==> config.mk <==
export PLATFORM = sky130hd
export DESIGN_NAME = lsu_ctrl
export DESIGN_NICKNAME = d
export VERILOG_FILES = /design/src/rtl/lsu_pkg.sv /design/src/rtl/lsu_align_check.sv /design/src/rtl/lsu_ctrl.sv
export SDC_FILE = /design/constraint.sdc
export NUM_CORES = 1
export LEC_CHECK = 0
export ABC_CLOCK_PERIOD_IN_PS = 4800
export CORE_MARGIN = 5
export CORE_UTILIZATION = 40
export CTS_BUF_LIST = sky130_fd_sc_hd__clkbuf_16
export CTS_CLUSTER_DIAMETER = 200
export DETAILED_ROUTE_END_ITERATION = 6
export GPL_ROUTABILITY_DRIVEN = 1
export PLACE_DENSITY = 0.85
export SETUP_SLACK_MARGIN = 0.5
export SKIP_CTS_REPAIR_TIMING = 1
export SLEW_MARGIN = 10
export SYNTH_ARGS = -nofsm -noshare
export SYNTH_HDL_FRONTEND = slang
export SYNTH_SLANG_ARGS = --single-unit
export TNS_END_PERCENT = 30
==> constraint.sdc <==
create_clock -name clk -period 4.8 [get_ports clk]
set_input_delay 0.96 -clock clk [delete_from_list [all_inputs] [get_ports clk]]
set_output_delay 0.96 -clock clk [all_outputs]
set_load 0.1 [all_outputs]
==> src/rtl/lsu_pkg.sv <==
// Shared memOp encodings, FSM states and fault cause codes for the load/store sequencer.
package lsu_pkg;

  localparam logic [2:0] M_LB  = 3'd0;
  localparam logic [2:0] M_LH  = 3'd1;
  localparam logic [2:0] M_LW  = 3'd2;
  localparam logic [2:0] M_LBU = 3'd4;
  localparam logic [2:0] M_LHU = 3'd5;
  localparam logic [2:0] M_SB  = M_LB;
  localparam logic [2:0] M_SH  = M_LH;
  localparam logic [2:0] M_SW  = M_LW;

  typedef enum logic [1:0] {
    StIdle   = 2'd0,
    StRdWait = 2'd1,
    StWr     = 2'd2,
    StResp   = 2'd3
  } lsu_state_e;

  typedef enum logic [1:0] {
    CauseNone       = 2'd0,
    CauseMisaligned = 2'd1,
    CauseIllegal    = 2'd2
  } lsu_cause_e;

endpackage

==> src/rtl/lsu_align_check.sv <==
// Combinational legality and alignment check of an incoming memory request.
module lsu_align_check
  import lsu_pkg::*;
(
  input  logic [2:0] op,
  input  logic       write,
  input  logic [1:0] addr,
  output logic       fault,
  output logic [1:0] cause
);

  logic illegal;
  logic misaligned;

  always_comb begin
    illegal    = 1'b0;
    misaligned = 1'b0;
    case (op)
      3'd3, 3'd6, 3'd7: illegal = 1'b1;
      M_LBU, M_LHU:     illegal = write;
      default:          illegal = 1'b0;
    endcase
    case (op)
      M_LH, M_LHU: misaligned = addr[0];
      M_LW:        misaligned = |addr;
      default:     misaligned = 1'b0;
    endcase
    fault = illegal | misaligned;
    // Illegal op takes priority when both conditions hold.
    if (illegal) begin
      cause = CauseIllegal;
    end else if (misaligned) begin
      cause = CauseMisaligned;
    end else begin
      cause = CauseNone;
    end
  end

endmodule

==> src/rtl/lsu_ctrl.sv <==
// Load/store sequencer: validates one request at a time, strobes the data memory and
// returns load data or a fault over a valid/ready response channel.
module lsu_ctrl
  import lsu_pkg::*;
#(
  parameter int unsigned ADDR_W = 32,
  parameter int unsigned DATA_W = 32,
  parameter int unsigned RD_LAT = 1
) (
  input  logic              clk,
  input  logic              rstn,
  input  logic              reqValid,
  output logic              reqReady,
  input  logic              reqWrite,
  input  logic [2:0]        reqOp,
  input  logic [ADDR_W-1:0] reqAddr,
  input  logic [DATA_W-1:0] reqWdata,
  output logic              rspValid,
  input  logic              rspReady,
  output logic [DATA_W-1:0] rspRdata,
  output logic              rspFault,
  output logic [1:0]        rspCause,
  output logic [ADDR_W-1:0] memAddr,
  output logic [DATA_W-1:0] memDin,
  output logic [2:0]        memOp,
  output logic              memWe,
  output logic              memRe,
  input  logic [DATA_W-1:0] memDout
);

  localparam logic [3:0] LatInit = 4'(RD_LAT);

  lsu_state_e        state_q, state_d;
  logic              ready_q;
  logic [3:0]        cnt_q;
  logic [ADDR_W-1:0] addr_q;
  logic [DATA_W-1:0] wdata_q;
  logic [DATA_W-1:0] rdata_q;
  logic [2:0]        op_q;
  logic              fault_q;
  logic [1:0]        cause_q;
  logic              chk_fault;
  logic [1:0]        chk_cause;
  logic              accept;

  lsu_align_check u_align_check (
    .op    (reqOp),
    .write (reqWrite),
    .addr  (reqAddr[1:0]),
    .fault (chk_fault),
    .cause (chk_cause)
  );

  // ready_q keeps reqReady low until the first edge after reset release.
  assign reqReady = ready_q & (state_q == StIdle);
  assign accept   = reqValid & reqReady;

  assign memAddr  = addr_q;
  assign memDin   = wdata_q;
  assign memOp    = op_q;
  assign rspRdata = rdata_q;
  assign rspFault = fault_q;
  assign rspCause = cause_q;

  always_comb begin
    state_d  = state_q;
    memRe    = 1'b0;
    memWe    = 1'b0;
    rspValid = 1'b0;
    unique case (state_q)
      StIdle: begin
        if (accept) begin
          if (chk_fault) begin
            state_d = StResp;
          end else if (reqWrite) begin
            state_d = StWr;
          end else begin
            state_d = StRdWait;
          end
        end
      end
      StRdWait: begin
        memRe = (cnt_q == LatInit);
        if (cnt_q == 4'd0) begin
          state_d = StResp;
        end
      end
      StWr: begin
        memWe   = 1'b1;
        state_d = StResp;
      end
      StResp: begin
        rspValid = 1'b1;
        if (rspReady) begin
          state_d = StIdle;
        end
      end
      default: state_d = StIdle;
    endcase
  end

  always_ff @(posedge clk or negedge rstn) begin
    if (!rstn) begin
      state_q <= StIdle;
      ready_q <= 1'b0;
      cnt_q   <= 4'd0;
      addr_q  <= '0;
      wdata_q <= '0;
      rdata_q <= '0;
      op_q    <= 3'd0;
      fault_q <= 1'b0;
      cause_q <= 2'd0;
    end else begin
      state_q <= state_d;
      ready_q <= 1'b1;
      if (accept) begin
        addr_q  <= reqAddr;
        wdata_q <= reqWdata;
        op_q    <= reqOp;
        rdata_q <= '0;
        fault_q <= chk_fault;
        cause_q <= chk_cause;
        cnt_q   <= LatInit;
      end else if (state_q == StRdWait) begin
        if (cnt_q == 4'd0) begin
          rdata_q <= memDout;
        end else begin
          cnt_q <= cnt_q - 4'd1;
        end
      end
    end
  end

endmodule
==> qor.log <==
qor: grt.antenna_found_initial 0
qor: finish.final_nets 802
qor: clocking.cts_tree done
qor: logic_synthesis.syn-instance-count 497
qor: place.place_congestion 0.8442
qor: finish.area.growth.synth_to_final 54.18%
qor: detailed_routing.vias 4,022
qor: grt.globalRoute.busiestLayer met2
qor: logic_synthesis.synth_top_flop_cell dfrtp_1
qor: detailed_routing.drt-vias-per-instance 4.823
qor: clocking.clk_root_buffer_cell clkbuf_16
qor: floorplan.core.rowCount 38
qor: place.dp.final_hpwl 8.928 mm
qor: critical_path.crit_arrival 2790 ps
qor: finish.antennaDiodeCount 0
qor: logic_synthesis.synthesized_flop_and_latch_total 109
qor: critical_path.crit_path_cell_trace inv_1 > ha_1 > inv_1 > nor4b_2 > clkdlybuf4s50_1
qor: floorplan.die_w 115.6 µm
qor: logic_synthesis.synth-warning-count 0
qor: grt.global_route.overflow_total 0
qor: grt.grtUsageMet3 5.953%
qor: detailed_routing.drt-total-wl 12.54 mm
qor: critical_path.type_of_element_launching_the_critical_path flop
qor: logic_synthesis.part_of_the_yosys_area_used_for_sequential_elements 61.17%
qor: finish.drive_gt1_share 3.314%
qor: timing.final.setup.tns 0 ps
qor: critical_path.path_delay_family buffers and inverters
qor: clocking.cts_inserted_buffers 9
qor: detailed_routing.drtIter0Drc 238
qor: critical_path.critical-path-slowest-cell clkdlybuf4s50_1
qor: timing.report.final.slew_viol_count 0
qor: critical_path.worst-endpoint-required 3840 ps
qor: grt.grt_first_pass_wirelength 19.93 mm
qor: timing.worst_slew_pin_slew 1050 ps
qor: timing.period_share 78.17%
qor: logic_synthesis.synth.cell_area 4459 µm²
qor: outcome.run_status finished, final reports clean
qor: clocking.ctsLongestPathBuffers 2
qor: min_path.hp-start memDin[2]
qor: min_path.whs_endpoint memDin[2]
qor: critical_path.crit_path_start state_q[1]
qor: grt.track_usage 18.78%
qor: critical_path.crit-reg2reg-capture memAddr[3]
qor: floorplan.die_area 13,360 µm²
qor: timing.slew_headroom 29.97%
qor: critical_path.worstSetupPathType flop to output port
qor: floorplan.start_util 40.96%
qor: logic_synthesis.syn-num-nets 609
qor: clocking.htree_levels 3
qor: place.io_buffers 209
qor: finish.num-fill-cells 876
qor: min_path.hold-path-cell-count 2
qor: critical_path.critical_path.endpoint_type output port
qor: floorplan.boundaryPins 210
qor: timing.rsz0062_at_grt false
qor: critical_path.crit_buf_inv 3
qor: timing.final_period_minus_worst_setup_slack 3752 ps
qor: logic_synthesis.synth-async-reset-ratio 100.0%
qor: floorplan.die_y 115.6 µm
qor: timing.clock.fmax 0.2665 GHz
qor: critical_path.worstRegToRegCells 6
qor: logic_synthesis.synth_cell_type_count 37
qor: logic_synthesis.post_synthesis_average_cell_area 8.972 µm²
qor: timing.finalSetupViolCount 0
qor: grt.global_route_met1_usage 22.60%
qor: clocking.clock-sinks 109
qor: critical_path.worst-r2r-setup-slack 2540 ps
qor: floorplan.core 10,890 µm²
qor: timing.finalHoldViolCount 0
qor: critical_path.critical_path.reg2reg.startpoint state_q[1]
qor: clocking.worst_setup_hold_path_clk_slew 70 ps
qor: detailed_routing.detailedRoute.firstPassIterationCount 4
qor: detailed_routing.routed_wire_length_per_instance 15.04 µm
qor: detailed_routing.remaining_drc_errors 0
qor: grt.number_of_global_route_vias_before_repair 4,102
qor: detailed_routing.antenna_left 0
qor: clocking.clock_latency 340 ps
qor: critical_path.cpPeakStageDelay 1180 ps
qor: flow_run.max-cap-violations 0
qor: timing.clock-skew-final 6.220 ps
qor: critical_path.crit_path_frequent_cell inv_1
qor: critical_path.crit_path_max_fanout 9
qor: logic_synthesis.number_of_synthesized_flops_with_an_enable_pin 0
qor: grt.grt_start_max_net_pins 104
qor: grt.grtUsageMet2 31.29%
qor: min_path.hold_path_class flop to flop
==> Yosys cell counts, types with 3 or more instances <==
library cell	number	area share, %
a21oi_1	36	4.0
buf_2	8	0.90
buf_6	3	0.76
clkbuf_1	18	1.5
dfrtp_1	109	61
ha_1	8	2.2
inv_1	6	0.51
nand2_1	268	23
nor2_1	3	0.25
nor2b_1	3	0.42
o21ai_0	3	0.34
o22ai_1	3	0.42
==> registers in the layout, indices dropped and copies added, names as in the netlist <==
name / flops
cnt_q: 4
memAddr: 32
memDin: 32
memOp: 3
ready_q: 1
rspCause: 2
rspFault: 1
rspRdata: 32
state_q: 2
==> metal layers <==
layer	share of wire, %	up-vias
met3	10	21
met4	2.4	0
met1	40	1885
met2	47	174
met5	0	-
li1	-	1942
==> cells by family (layout without fill, tap and decap cells) <==
logic type | count (synthesis) | count (layout) | share of synthesized area, %
AO/OA/AOI/OAI | 53 | 53 | 6.790
flip-flops | 109 | 109 | 61.17
AND/OR/NAND/NOR | 290 | 290 | 25.95
buffers and inverters | 36 | 233 | 3.760
adder cells (fa/ha/maj) | 8 | 8 | 2.245
other | 1 | 1 | 0.08409
==> through the flow <==
step | worst slack (ps) | std cells | hold WS, ps | util [%] | cell area, µm²
finish | 1048 | 834 | 474.3 | 63.15 | 6875
global route | 919.3 | 834 | 487.4 | 63.15 | 6875
CTS | 1046 | 834 | 476.1 | 63.15 | 6875
detailed placement | 1426 | 819 | 461.2 | 60.78 | 6618
global placement | 1501 | 819 | 456.4 | 60.78 | 6618
floorplan | 1278 | 497 | 547.3 | - | 4466
==> worst reg2reg max path: stages, from the launching register on <==
cell and delay [ps]:
dfrtp_1 400, inv_1 130, ha_1 230, nand3_2 630
buf_4 550, nand2_1 160, nand2_1 60
==> placed cells by master (no fill, tap or decap), types with 4 or more instances in the layout <==
master           instances
buf_4                    4
clkbuf_16                9
nand2_1                268
a21oi_1                 36
clkdlybuf4s50_1        208
ha_1                     8
dfrtp_1                109
inv_1                    7
==> cell type report <==
cell class | count | area, µm² | area share (%)
sequential | 109 | 2728 | 39.67
timing repair buffer | 212 | 2112 | 30.72
multi-input combinational | 352 | 1580 | 22.98
clock buffer | 9 | 225.2 | 3.276
tap | 140 | 175.2 | 2.548
clock inverter | 6 | 32.53 | 0.4732
inverter | 6 | 22.52 | 0.3276
==> worst max path at each step <==
| stage | endpoint | slack (ps) | cells past startpoint |
|---|---|---|---|
| finish | memRe | 1050 | 5 |
| global route | memRe | 920 | 5 |
| CTS | memRe | 1050 | 5 |
| detailed placement | memRe | 1430 | 5 |
| global placement | memRe | 1500 | 5 |
| floorplan | memRe | 1280 | 5 |
Power is left out: the tool's default activity adds up to more than one toggle a clock period on the data nets, which glitch-free logic cannot reach.
